[src/rtl/riscv_lsu.sv]
// riscv_lsu: single-outstanding RV32I load/store unit.
// Takes one core request at a time, checks it for legality, issues a
// word-aligned memory access and returns a one-cycle completion pulse.
// Store data is replicated across byte lanes. Load data is extracted from
// its lane and then sign- or zero-extended.
module riscv_lsu #(
  parameter int XLEN    = 32,
  parameter int TIMEOUT = 255
) (
  input  logic            clk,
  input  logic            rst,
  input  logic            req_valid,
  output logic            req_ready,
  input  logic            req_store,
  input  logic [2:0]      req_funct3,
  input  logic [XLEN-1:0] req_addr,
  input  logic [XLEN-1:0] req_wdata,
  input  logic [4:0]      req_rd,
  output logic            mem_valid,
  input  logic            mem_ready,
  output logic            mem_we,
  output logic [XLEN-1:0] mem_addr,
  output logic [3:0]      mem_wstrb,
  output logic [XLEN-1:0] mem_wdata,
  input  logic            mem_rvalid,
  input  logic [XLEN-1:0] mem_rdata,
  output logic            resp_valid,
  output logic [4:0]      resp_rd,
  output logic [XLEN-1:0] resp_data,
  output logic            resp_exception
);

  localparam int CW = (TIMEOUT < 2) ? 1 : $clog2(TIMEOUT + 1);

  typedef enum logic [1:0] {S_IDLE, S_REQ, S_WAIT, S_RESP} state_t;

  state_t          r_state;
  state_t          w_next;
  logic [XLEN-1:0] r_addr;
  logic [2:0]      r_funct3;
  logic            r_store;
  logic [XLEN-1:0] r_wdata;
  logic [4:0]      r_rd;
  logic [XLEN-1:0] r_data;
  logic            r_exc;
  logic [CW-1:0]   r_cnt;
  logic            w_illegal;
  logic            w_accept;
  logic            w_cnt_last;

  // Unknown width codes and misaligned halfword/word accesses never reach memory.
  function automatic logic f_illegal(input logic store, input logic [2:0] f3,
                                     input logic [1:0] off);
    logic bad_code;
    logic bad_align;
    bad_code  = store ? (f3 > 3'd2) : (f3 == 3'd3 || f3 == 3'd6 || f3 == 3'd7);
    bad_align = ((f3[1:0] == 2'd1) && off[0]) || ((f3[1:0] == 2'd2) && (off != 2'd0));
    return bad_code || bad_align;
  endfunction

  // Byte-lane strobes for a store of the given width at the given offset.
  function automatic logic [3:0] f_wstrb(input logic [2:0] f3, input logic [1:0] off);
    case (f3[1:0])
      2'd0:    return 4'b0001 << off;
      2'd1:    return off[1] ? 4'b1100 : 4'b0011;
      default: return 4'b1111;
    endcase
  endfunction

  // Replicate narrow store data across all lanes, so the strobes alone pick the bytes.
  function automatic logic [XLEN-1:0] f_wdata(input logic [2:0] f3, input logic [XLEN-1:0] wd);
    case (f3[1:0])
      2'd0:    return {(XLEN/8){wd[7:0]}};
      2'd1:    return {(XLEN/16){wd[15:0]}};
      default: return wd;
    endcase
  endfunction

  // Pick the addressed lane out of the read word and extend it to XLEN.
  function automatic logic [XLEN-1:0] f_extract(input logic [2:0] f3, input logic [1:0] off,
                                                input logic [XLEN-1:0] rd);
    logic [XLEN-1:0] sh_b;
    logic [XLEN-1:0] sh_h;
    logic [7:0]      b;
    logic [15:0]     h;
    sh_b = rd >> {off, 3'b000};
    sh_h = rd >> {off[1], 4'b0000};
    b    = sh_b[7:0];
    h    = sh_h[15:0];
    case (f3)
      3'd0:    return {{(XLEN-8){b[7]}}, b};
      3'd4:    return {{(XLEN-8){1'b0}}, b};
      3'd1:    return {{(XLEN-16){h[15]}}, h};
      3'd5:    return {{(XLEN-16){1'b0}}, h};
      default: return rd;
    endcase
  endfunction

  assign w_illegal  = f_illegal(req_store, req_funct3, req_addr[1:0]);
  assign w_accept   = req_valid && (r_state == S_IDLE);
  assign w_cnt_last = (r_cnt == CW'(TIMEOUT - 1));

  // State register.
  always_ff @(posedge clk or posedge rst) begin
    if (rst) r_state <= S_IDLE;
    else     r_state <= w_next;
  end

  // Next-state logic. A load leaves WAIT on its data or when it times out.
  always_comb begin
    w_next = r_state;
    case (r_state)
      S_IDLE: if (req_valid) w_next = w_illegal ? S_RESP : S_REQ;
      S_REQ:  if (mem_ready) w_next = r_store ? S_RESP : S_WAIT;
      S_WAIT: if (mem_rvalid || w_cnt_last) w_next = S_RESP;
      S_RESP: w_next = S_IDLE;
      default: w_next = S_IDLE;
    endcase
  end

  // Request latches, load data capture and the WAIT timeout counter.
  always_ff @(posedge clk or posedge rst) begin
    if (rst) begin
      r_addr   <= '0;
      r_funct3 <= '0;
      r_store  <= 1'b0;
      r_wdata  <= '0;
      r_rd     <= '0;
      r_data   <= '0;
      r_exc    <= 1'b0;
      r_cnt    <= '0;
    end else if (w_accept) begin
      r_addr   <= req_addr;
      r_funct3 <= req_funct3;
      r_store  <= req_store;
      r_wdata  <= req_wdata;
      r_rd     <= req_rd;
      r_data   <= '0;
      r_exc    <= w_illegal;
      r_cnt    <= '0;
    end else if (r_state == S_WAIT) begin
      if (mem_rvalid)      r_data <= f_extract(r_funct3, r_addr[1:0], mem_rdata);
      else if (w_cnt_last) r_exc  <= 1'b1;
      else                 r_cnt  <= r_cnt + CW'(1);
    end
  end

  // Output decode. Memory strobes are live only in REQ; response fields only in RESP.
  always_comb begin
    req_ready      = (r_state == S_IDLE);
    mem_valid      = (r_state == S_REQ);
    mem_we         = (r_state == S_REQ) && r_store;
    mem_addr       = '0;
    mem_wstrb      = 4'b0000;
    mem_wdata      = '0;
    resp_valid     = (r_state == S_RESP);
    resp_exception = (r_state == S_RESP) && r_exc;
    resp_rd        = '0;
    resp_data      = '0;
    if (r_state == S_REQ) begin
      mem_addr = {r_addr[XLEN-1:2], 2'b00};
      if (r_store) begin
        mem_wstrb = f_wstrb(r_funct3, r_addr[1:0]);
        mem_wdata = f_wdata(r_funct3, r_wdata);
      end
    end
    if ((r_state == S_RESP) && !r_store && !r_exc) begin
      resp_rd   = r_rd;
      resp_data = r_data;
    end
  end

endmodule

[config.mk]
export PLATFORM = sky130hd
export DESIGN_NAME = riscv_lsu
export DESIGN_NICKNAME = d
export VERILOG_FILES = /design/src/rtl/riscv_lsu.sv
export SDC_FILE = /design/constraint.sdc
export NUM_CORES = 1
export LEC_CHECK = 0
export BUFFER_PORTS_ARGS = -buffer_cell sky130_fd_sc_hd__clkbuf_2
export CAP_MARGIN = 20
export CORE_ASPECT_RATIO = 1.1
export CORE_MARGIN = 5
export CORE_UTILIZATION = 50
export CTS_CLUSTER_SIZE = 14
export DETAILED_ROUTE_END_ITERATION = 7
export PLACE_DENSITY = 0.8
export SYNTH_ARGS = -nofsm -noshare
export SYNTH_HDL_FRONTEND = slang
export SYNTH_SLANG_ARGS = --single-unit
[constraint.sdc]
create_clock -name clk -period 4.06 [get_ports clk]
set_clock_uncertainty 0.1 [all_clocks]
set_input_delay 0.406 -clock clk [delete_from_list [all_inputs] [get_ports clk]]
set_output_delay 0.406 -clock clk [all_outputs]
set_load 0.02 [all_outputs]
# Word-level counts from Yosys, hierarchy flattened
# Index checks and enable logic that the tools add are counted.
# Widths: inputs -> output; s select.
op_classes:
  add_sub_neg: 1
  magnitude_cmp: 1
  n_eq_ne: 18
  shift: 3
  mux: 29
  n_reduce_logical: 25
op_table:
  columns: ["cell", "count"]
  rows:
  - ["$mux 32", 7]
  - ["$pmux 32 s4", 1]
  - ["$pmux 32 s2", 1]
  - ["$mux 8", 4]
  - ["$shr 32x5->16", 1]
  - ["$shr 32x5->8", 1]
  - ["$eq 3x3->1 const B", 4]
  - ["$mux 4", 3]
  - ["$reduce_and 3->1", 3]
  - ["$add 8x1->8 const B", 1]
  - ["$eq 8x8->1 const B", 1]
  - ["$mux 2", 4]
  - ["$pmux 2 s4", 1]
  - ["$pmux 4 s2", 1]
  - ["$reduce_bool 2->1", 4]
  - ["$logic_and 1x1->1", 7]
  - ["$eq 2x1->1 const B", 3]
  - ["$eq 2x2->1 const B", 3]
  - ["$mux 1", 6]
  - ["$ne 2x2->1 const B", 3]
  - ["$logic_or 1x1->1", 5]
  - ["$mux 5", 1]
  - ["$logic_not 2->1", 2]
  - ["$ne 2x1->1 const B", 2]
  - ["other kinds (7)", 8]
totals:
  reg_bits: 116
  inputBits: 110

# Logic depth before layout (Yosys ltp)
# Gate-level depths: netlist of run 1.
depth:
  ltp_word: 8
  ltp_mapped: 9

# Least setup slack after synthesis of run 1
# No wires, ideal clock.
synth_timing:
  path_kind: "register -> output"
  start: "register r_state[1]"
  end: "output port mem_wdata[15]"
  arrival_ns: 1.695
  required_ns: 3.554
  path_slack_ns: 1.859
  path_stages_with_launch: 7
  path_cell_list: "dfrtp_1 -> inv_1 -> ha_1 -> nand2_1 -> clkbuf_1 -> clkbuf_1 -> a21oi_1"
synth_between:
  elab_chain_cells: 2
synth_lines:
  columns: ["element", "line", "source"]
  rows:
  - ["from (decl)", "37", "state_t r_state;"]
  - ["from (signal assigned)", "106", "else r_state <= w_next;"]
  - ["$eq 2x1->1", null, null]
  - ["net mem_valid", "19", "output logic mem_valid,"]
  - ["$mux 32", "160", "if (r_state == S_REQ) begin"]
  - ["to (decl)", "24", "output logic [XLEN-1:0] mem_wdata,"]
# The timed path passes the listed nets, and every way through them passes these cells.

# Worst setup path in the final report of run 1
layout_timing:
  start: "register r_funct3[0]"
  end: "output port mem_wdata[15]"
layout_between:
  elab_chain_cells: 4
  elab_cells_between_ends: 5
  cone_classes: "eq/ne: 1; mux: 3; reduce/logical: 1"
layout_lines:
  columns: ["element", "line", "source"]
  rows:
  - ["from (decl)", "40", "logic [2:0] r_funct3;"]
  - ["from (signal assigned)", "134", "r_funct3 <= req_funct3;"]
  - ["$eq 2x1->1 or $logic_not 2->1 (tied branches)", "72", "case (f3[1:0])"]
  - ["$pmux 32 s2 *", "72", null]
  - ["$mux 32 *", "162", "if (r_store) begin"]
  - ["$mux 32 *", "160", null]
# Mark *: on every way between the ends. The rest lies on a longest branch, timed or not.

==> results of run 1 <==
-- routing by layer --
metal  vias up  GRT usage (%)
met4         0           10.6
li1       2765              -
met3        34           8.59
met5         -              0
met2       262           38.5
met1      2693           33.0
-- layout by cell type (no fill, tap or decap), drive strengths merged, types with 2 or more instances in the layout --
master    instances
nand2           263
clkbuf          240
dfrtp           116
and2             73
nor2             45
a21oi            29
mux2i            24
o21ai            24
a221o            16
and3             10
buf              10
nor2b             9
inv               9
or3               7
ha                7
o221ai            6
xor2              4
clkinv            4
o211ai            3
o2111ai           3
nand2b            3
bufinv            3
nand3             2
a211oi            2
nor3              2
a2bb2oi           2
or2               2
conb              2
clkinvlp          2
nor3b             2
-- cell usage after synthesis (all sizes together), types with 2 or more instances --
cell     count  area [sq um]
a211oi       2          15.0
a21oi       29           145
a221o       16           160
a2bb2oi      2          17.5
and2        73           459
and3        10          67.6
buf         25           156
clkbuf      27           101
dfrtp      116          2900
ha           7          87.6
inv          9          33.8
mux2i       24           240
nand2      263           990
nand2b       3          18.8
nand3        2          10.0
nor2        45           169
nor2b        9          56.3
nor3         2          10.0
nor3b        2          15.0
o2111ai      3          26.3
o211ai       3          22.5
o21ai       24           120
o221ai       6          83.8
or2          2          12.5
or3          7          43.8
xor2         4          35.0
-- power groups by stage --
stage | sequential, mW | combinational, mW | clock [mW]
6_report | 2.04 | 2.40 | 1.55
5_1_grt | 2.11 | 2.67 | 1.63
4_1_cts | 2.07 | 2.33 | 1.57
3_5_place_dp | 2.08 | 2.31 | 0
3_3_place_gp | 2.07 | 2.28 | 0
2_1_floorplan | 1.86 | 1.83 | 0
-- worst max-delay path, delay by kind of cell (launching register included) --
kind / cells / cell delay, ns
AO/OA/AOI/OAI: 1 / 0.15
AND/OR/NAND/NOR: 2 / 0.92
buffers and inverters: 1 / 0.19
flip-flops: 1 / 0.72
-- final cells by class --
class	count	area, sq um
flip-flops and latches	116	2900
multi-input cells	553	2950
clock inverters	9	125
inverters	9	36.3
well taps	154	193
clock buffers	23	488
repair buffers	227	1200
fillers	1026	4140
-- worst max-delay path by stage --
stage | start | end | slack [ns]
2_1_floorplan | rst | r_addr[0] | 0.48
3_3_place_gp | r_state[1] | mem_wdata[12] | 1.31
3_5_place_dp | r_state[1] | mem_wdata[9] | 1.26
4_1_cts | r_state[1] | mem_wdata[15] | 0.80
5_1_grt | r_funct3[0] | mem_wdata[13] | 0.97
6_report | r_funct3[0] | mem_wdata[15] | 1.17
-- flip-flops by register name, indices dropped and copies added (netlist names) --
signal	cells
r_exc	1
r_wdata	32
r_rd	5
r_funct3	3
r_cnt	8
r_data	32
r_store	1
r_addr	32
r_state	2
-- logic make-up (layout without fill, tap and decap cells) --
group / Yosys count / count (layout)
flip-flops: 116 / 116
XOR/XNOR: 5 / 5
multiplexers: 26 / 26
buffers and inverters: 61 / 268
adder cells (fa/ha/maj): 7 / 7
AO/OA/AOI/OAI: 93 / 93
other: 1 / 2
AND/OR/NAND/NOR: 420 / 420
-- through the flow --
step,power (mW),cells
5_1_grt,6.41,1091
3_5_place_dp,4.39,1057
4_1_cts,5.96,1089
3_3_place_gp,4.35,1057
6_report,5.99,1091
2_1_floorplan,3.68,730
==> key figures, run 1 <==
Detailed routing
  • WL per Instance: 16.7 um
  • Drt pass-1 iters: 5
  • Routed length on met3: 1.94 mm
  • DRT Wirelength: 18.2 mm
  • Via count: 5,754
  • Residual DRC: 0
  • Iteration-0 DRC count of the detailed router: 497
  • Metal1 wirelength: 7.34 mm
  • Via density: 5.27
  • Routed wl met2: 8.45 mm
  • Antenna-violating nets left: 0
  • Top Layer Used: met4

Synth
  • Register bit count reported by yosys: 116
  • Sequential fraction of the synthesis area: 47.3%
  • Most frequently used flop master after synthesis: dfrtp_1
  • Largest family of logic cells by synthesized area: simple AND/OR/NAND/NOR gates
  • Post-Syn Area: 6130 sq um
  • Post-synth EDFFs: 0
  • Multiplexer area fraction after synthesis: 4.53%
  • Synthesized-area fraction occupied by adder cells: 1.43%
  • Synth warn: 0
  • Post-Synth Simple-Gate Area: 30.4%
  • Synth cell types: 50
  • Synth Area in Compound Gates: 10.8%
  • Mapped Cells: 729
  • Xor/xnor cell area share of the yosys netlist: 0.714%
  • Mean Syn Cell Area: 8.41 sq um
  • Ys async rst share: 100%

Pwr
  • Comb pwr share: 40.0%
  • Max VDD drop: 0.000431 V
  • Int Pwr: 3.56 mW
  • Clock power share: 25.9%
  • Net Sw Frac: 40.5%
  • Register share of total power: 34.0%
  • P_leak: 4.29 nW
  • Cell area power density: 758 nW/um^2
  • Sw Pwr: 2.43 mW

Placement
  • Routability Congestion: 0.882
  • HPWL Detailed: 13.1 mm
  • DP Area: 7230 sq um
  • IO buf count: 217
  • Pre-CTS WS: 1.26 ns

Hold path
  • HP Class: input port to async pin

Final layout
  • Ant. Diodes: 0
  • Final Util: 65.6%
  • Share of cells above drive strength 1: 29.2%
  • Final Net Count: 1,041
  • Final Cell Area: 7900 sq um
  • Layout Area Growth over Synthesis: 28.8%

Setup path
  • Crit path DAT: 2.39 ns
  • Crit-path max cell delay: 0.80 ns
  • Worst r2r dst: r_wdata[4]
  • CP Max Fanout: 24
  • WS Path Type: flip-flop to primary output
  • Crit path capture type: primary output
  • Reg2Reg Setup Slack: 1.70 ns
  • Critical Path RT: 3.55 ns
  • Worst R2R Path Depth: 6
  • CP cell instances: nor2_1, nand2_1, a21oi_1, clkbuf_2
  • FF-to-FF Start: r_state[0]
  • Slowest cell on crit path: nor2_1
  • CP Launch Type: flip-flop

STA
  • Setup violators final: 0
  • Final Max Tran Viols: 0
  • TNS Setup: 0 ns
  • Period utilization: 71.3%
  • Fmax: 346 MHz
  • Relative slew slack: 40.0%
  • Unrepaired setup endpoints after global routing: false
  • Fin Hold WS: -0.00742 ns
  • Final Worst Setup Slack: 1.17 ns
  • Slew @ Worst Pin: 0.901 ns
  • Final min period: 2.89 ns
  • Final Hold Vio Count: 4

Clock tree
  • CTS tree: built
  • Post-CTS setup buffer count: 0
  • Post-CTS sizing: 0
  • Clock buffer depth: 2
  • TritonCTS Sinks: 116
  • Latest clock arrival within the worst-skew pair: 0.41 ns
  • Clock slew at reported path FFs: 0.06 ns
  • Cts bufs inserted: 17
  • Hold Buf Count CTS: 0
  • CTS root buf: clkbuf_16
  • CTS H-tree lvls: 4

Die
  • Die width: 116 um
  • Initial Utilization: 51.0%
  • Die area: 14,600 sq um
  • Site Rows: 42
  • Core area: 12,000 sq um
  • I/O pin count: 220
  • Die Y: 126 um

Run status
  • Failing checks: negative hold slack
  • Run status: finished, violations left

GRT
  • First-pass GRT wire length: 28.9 mm
  • Largest net degree at the start of global routing: 73
  • Initial antenna violation count: 0
  • Vias in the first global route: 5,699
  • GRT overflow: 0
  • GRT Total Usage: 25.3%

Flow run
  • Max-cap violations: 0
Power figures use the tool's default switching activity.
==> inputs of run 2 (changes only) <==
--- a/config.mk
+++ b/config.mk
@@ -9,10 +9,10 @@
 export CAP_MARGIN = 20
 export CORE_ASPECT_RATIO = 1.1
 export CORE_MARGIN = 5
-export CORE_UTILIZATION = 50
+export CORE_UTILIZATION = 45
 export CTS_CLUSTER_SIZE = 14
 export DETAILED_ROUTE_END_ITERATION = 7
-export PLACE_DENSITY = 0.8
+export PLACE_DENSITY = 0.76
 export SYNTH_ARGS = -nofsm -noshare
 export SYNTH_HDL_FRONTEND = slang
 export SYNTH_SLANG_ARGS = --single-unit
==> constraint.sdc (replaced) <==
create_clock -name clk -period 2.37 [get_ports clk]
set_clock_uncertainty 0.1 [all_clocks]
set_input_delay 0.237 -clock clk [delete_from_list [all_inputs] [get_ports clk]]
set_output_delay 0.237 -clock clk [all_outputs]
set_load 0.02 [all_outputs]
==> key figures, run 2 (synthesized netlist as in run 1, its figures left out) <==
Run status
  • Run status: complete, no violations

STA
  • Period utilization: 96.1%
  • Final Worst Setup Slack: 0.0917 ns (-1.07 ns)
  • Final Hold Vio Count: 0 (-4)
  • TNS Setup: 0 ns (unchanged)
  • Fin Hold WS: 0.0149 ns (+0.0223 ns)
  • Relative slew slack: 49.4% (+9.4 points)
  • Slew @ Worst Pin: 0.759 ns (-0.141 ns)
  • Final Max Tran Viols: 0 (unchanged)
  • Final min period: 2.28 ns
  • Unrepaired setup endpoints after global routing: false
  • Setup violators final: 0 (unchanged)
  • Fmax: 439 MHz

GRT
  • GRT overflow: 0 (unchanged)
  • GRT busiest layer: met2
  • Initial antenna violation count: 1 (+1)
  • Largest net degree at the start of global routing: 73 (unchanged)
  • Met2 track demand over resource: 42.8% (+4.3 points)
  • Vias in the first global route: 6,409 (+12%)
  • Met1 Use GR: 32.5% (-0.55 points)
  • First-pass GRT wire length: 33.6 mm (+16%)
  • GRT Total Usage: 26.4% (+1.1 points)
  • Met3 Track Usage GR: 7.22% (-1.4 points)

Setup path
  • Crit path DAT: 1.94 ns (-0.45 ns)
  • CP Max Fanout: 40 (+67%)
  • CP Launch Type: flip-flop
  • FF-to-FF Start: r_state[0]
  • Critical Path RT: 2.03 ns (-1.52 ns)
  • Crit path capture type: primary output
  • WS Path Type: flip-flop to primary output
  • CP Launch Point: r_state[1]

Die
  • I/O pin count: 220 (unchanged)
  • Core area: 13,300 sq um (+10%)
  • Die area: 16,100 sq um (+10%)
  • Die Y: 132 um (+5.0%)
  • Die width: 121 um (+4.9%)
  • Site Rows: 44 (+4.8%)
  • Initial Utilization: 46.2% (-4.7 points)

Pwr
  • Cell area power density: 1200 nW/um^2 (+58%)
  • Max VDD drop: 0.000714 V (+65%)
  • Sw Pwr: 4.26 mW (+76%)
  • P_leak: 4.69 nW (+9.2%)
  • Register share of total power: 32.4% (-1.6 points)
  • Comb pwr share: 41.5% (+1.5 points)
  • Int Pwr: 6.34 mW (+78%)
  • PnR Total Power: 10.6 mW (+77%)
  • Clock power share: 26.1% (+0.2 points)
  • Net Sw Frac: 40.2% (-0.28 points)

Clock tree
  • CTS H-tree lvls: 4 (unchanged)
  • Clock slew at reported path FFs: 0.05 ns (about the same)
  • CTS root buf: clkbuf_16
  • Latest clock arrival within the worst-skew pair: 0.41 ns (about the same)
  • Clock buffer depth: 2 (unchanged)
  • Cts bufs inserted: 17 (unchanged)
  • CTS tree: built
  • TritonCTS Sinks: 116 (unchanged)

Detailed routing
  • Via count: 6,398 (+11%)
  • Antenna-violating nets left: 0 (unchanged)
  • Residual DRC: 0 (unchanged)
  • Iteration-0 DRC count of the detailed router: 546 (+9.9%)
  • Via density: 5.27 (about the same)
  • DRT Wirelength: 21.1 mm (+16%)
  • WL per Instance: 17.4 um (+4.1%)
  • Drt pass-1 iters: 5 (unchanged)

Hold path
  • HP Start: mem_rdata[26]
  • HP Class: input port to flip-flop

Final layout
  • Final Net Count: 1,132 (+8.7%)
  • Biggest registers after layout: r_addr x32, r_data x32, r_wdata x32
  • Layout Area Growth over Synthesis: 44.4%
  • Combined area of the multi-input logic cells: 2960 sq um (+0.13%)
  • Commonest non-fill, non-tap cell in the layout: nand2_1
  • Share of cells above drive strength 1: 27.5% (-1.7 points)
  • Fillers: 1,014 (-1.2%)
  • Seq. cell area: 2900 sq um (unchanged)
  • Most frequent cells in the layout: nand2_1 (262), clkbuf_2 (217), dfrtp_1 (116)
  • Final Util: 66.8% (+1.1 points)

Flow run
  • Max-cap violations: 0 (unchanged)

Placement
  • HPWL Detailed: 13.6 mm (+3.5%)
  • Routability Congestion: 0.884 (+0.26%)
  • Pre-CTS WS: 0.364 ns (-0.894 ns)
  • IO buf count: 217 (unchanged)
[run 2: cell count changes in the layout (fill, tap and decap cells not counted), sizes merged]
cell,before,now
dlygate4sd3,0,82
buf,10,19
bufinv,3,4
clkbuf,240,241
clkinv,4,3
diode,0,1
inv,9,8
[run 2: power groups by stage]
| stage | logic (mW) | registers [mW] | clock network [mW] |
|---|---|---|---|
| floorplan | 3.13 | 3.18 | 0 |
| global placement | 4.07 | 3.40 | 0 |
| detailed placement | 4.15 | 3.42 | 0 |
| CTS | 4.30 | 3.40 | 2.80 |
| global route | 4.84 | 3.53 | 2.89 |
| finish | 4.39 | 3.43 | 2.77 |
[run 2: worst max-delay path, cell delays in order, from the launching register on]
cell and delay, ns:
dfrtp_1 0.41, inv_1 0.13, ha_1 0.21, buf_4 0.34, and3_1 0.25, clkbuf_2 0.18
[run 2: path summary, 6_finish.rpt]
kind | slack (ns) | end | depth (start not counted)
max | 0.09 | mem_wdata[1] | 5
min | 0.01 | r_data[26] | 2
max reg2reg | 0.36 | r_data[28] | 6
min reg2reg | 0.37 | r_data[10] | 2
max in group asynchronous | 1.25 | r_addr[26] | 4
min in group asynchronous | 0.35 | r_cnt[5] | 3
[run 2: layout make-up]
type | count | area share, %
clock buffers | 24 | 5.55
well taps | 184 | 2.60
diodes | 1 | 0.0282
clock inverters | 8 | 1.65
flip-flops and latches | 116 | 32.8
repair buffers | 318 | 23.6
multi-input cells | 553 | 33.4
inverters | 9 | 0.424
[run 2: stage by stage]
stage,instances,area [sq um]
global route,1213,8860
finish,1213,8860
detailed placement,1098,7390
global placement,1098,7390
CTS,1212,8850
floorplan,730,6140
[run 2: layer usage]
metal	vias up	wire length (um)
li1	2951	-
met1	3032	8280
met2	353	10100
met3	62	1880
met4	0	809
met5	-	0
[run 2: timing repair]
action,CTS,global route
endpoints found under the hold margin,101,0
setup buffers,0,0
hold buffers,82,0
gates resized for setup,0,2
endpoints found under the setup margin,0,35
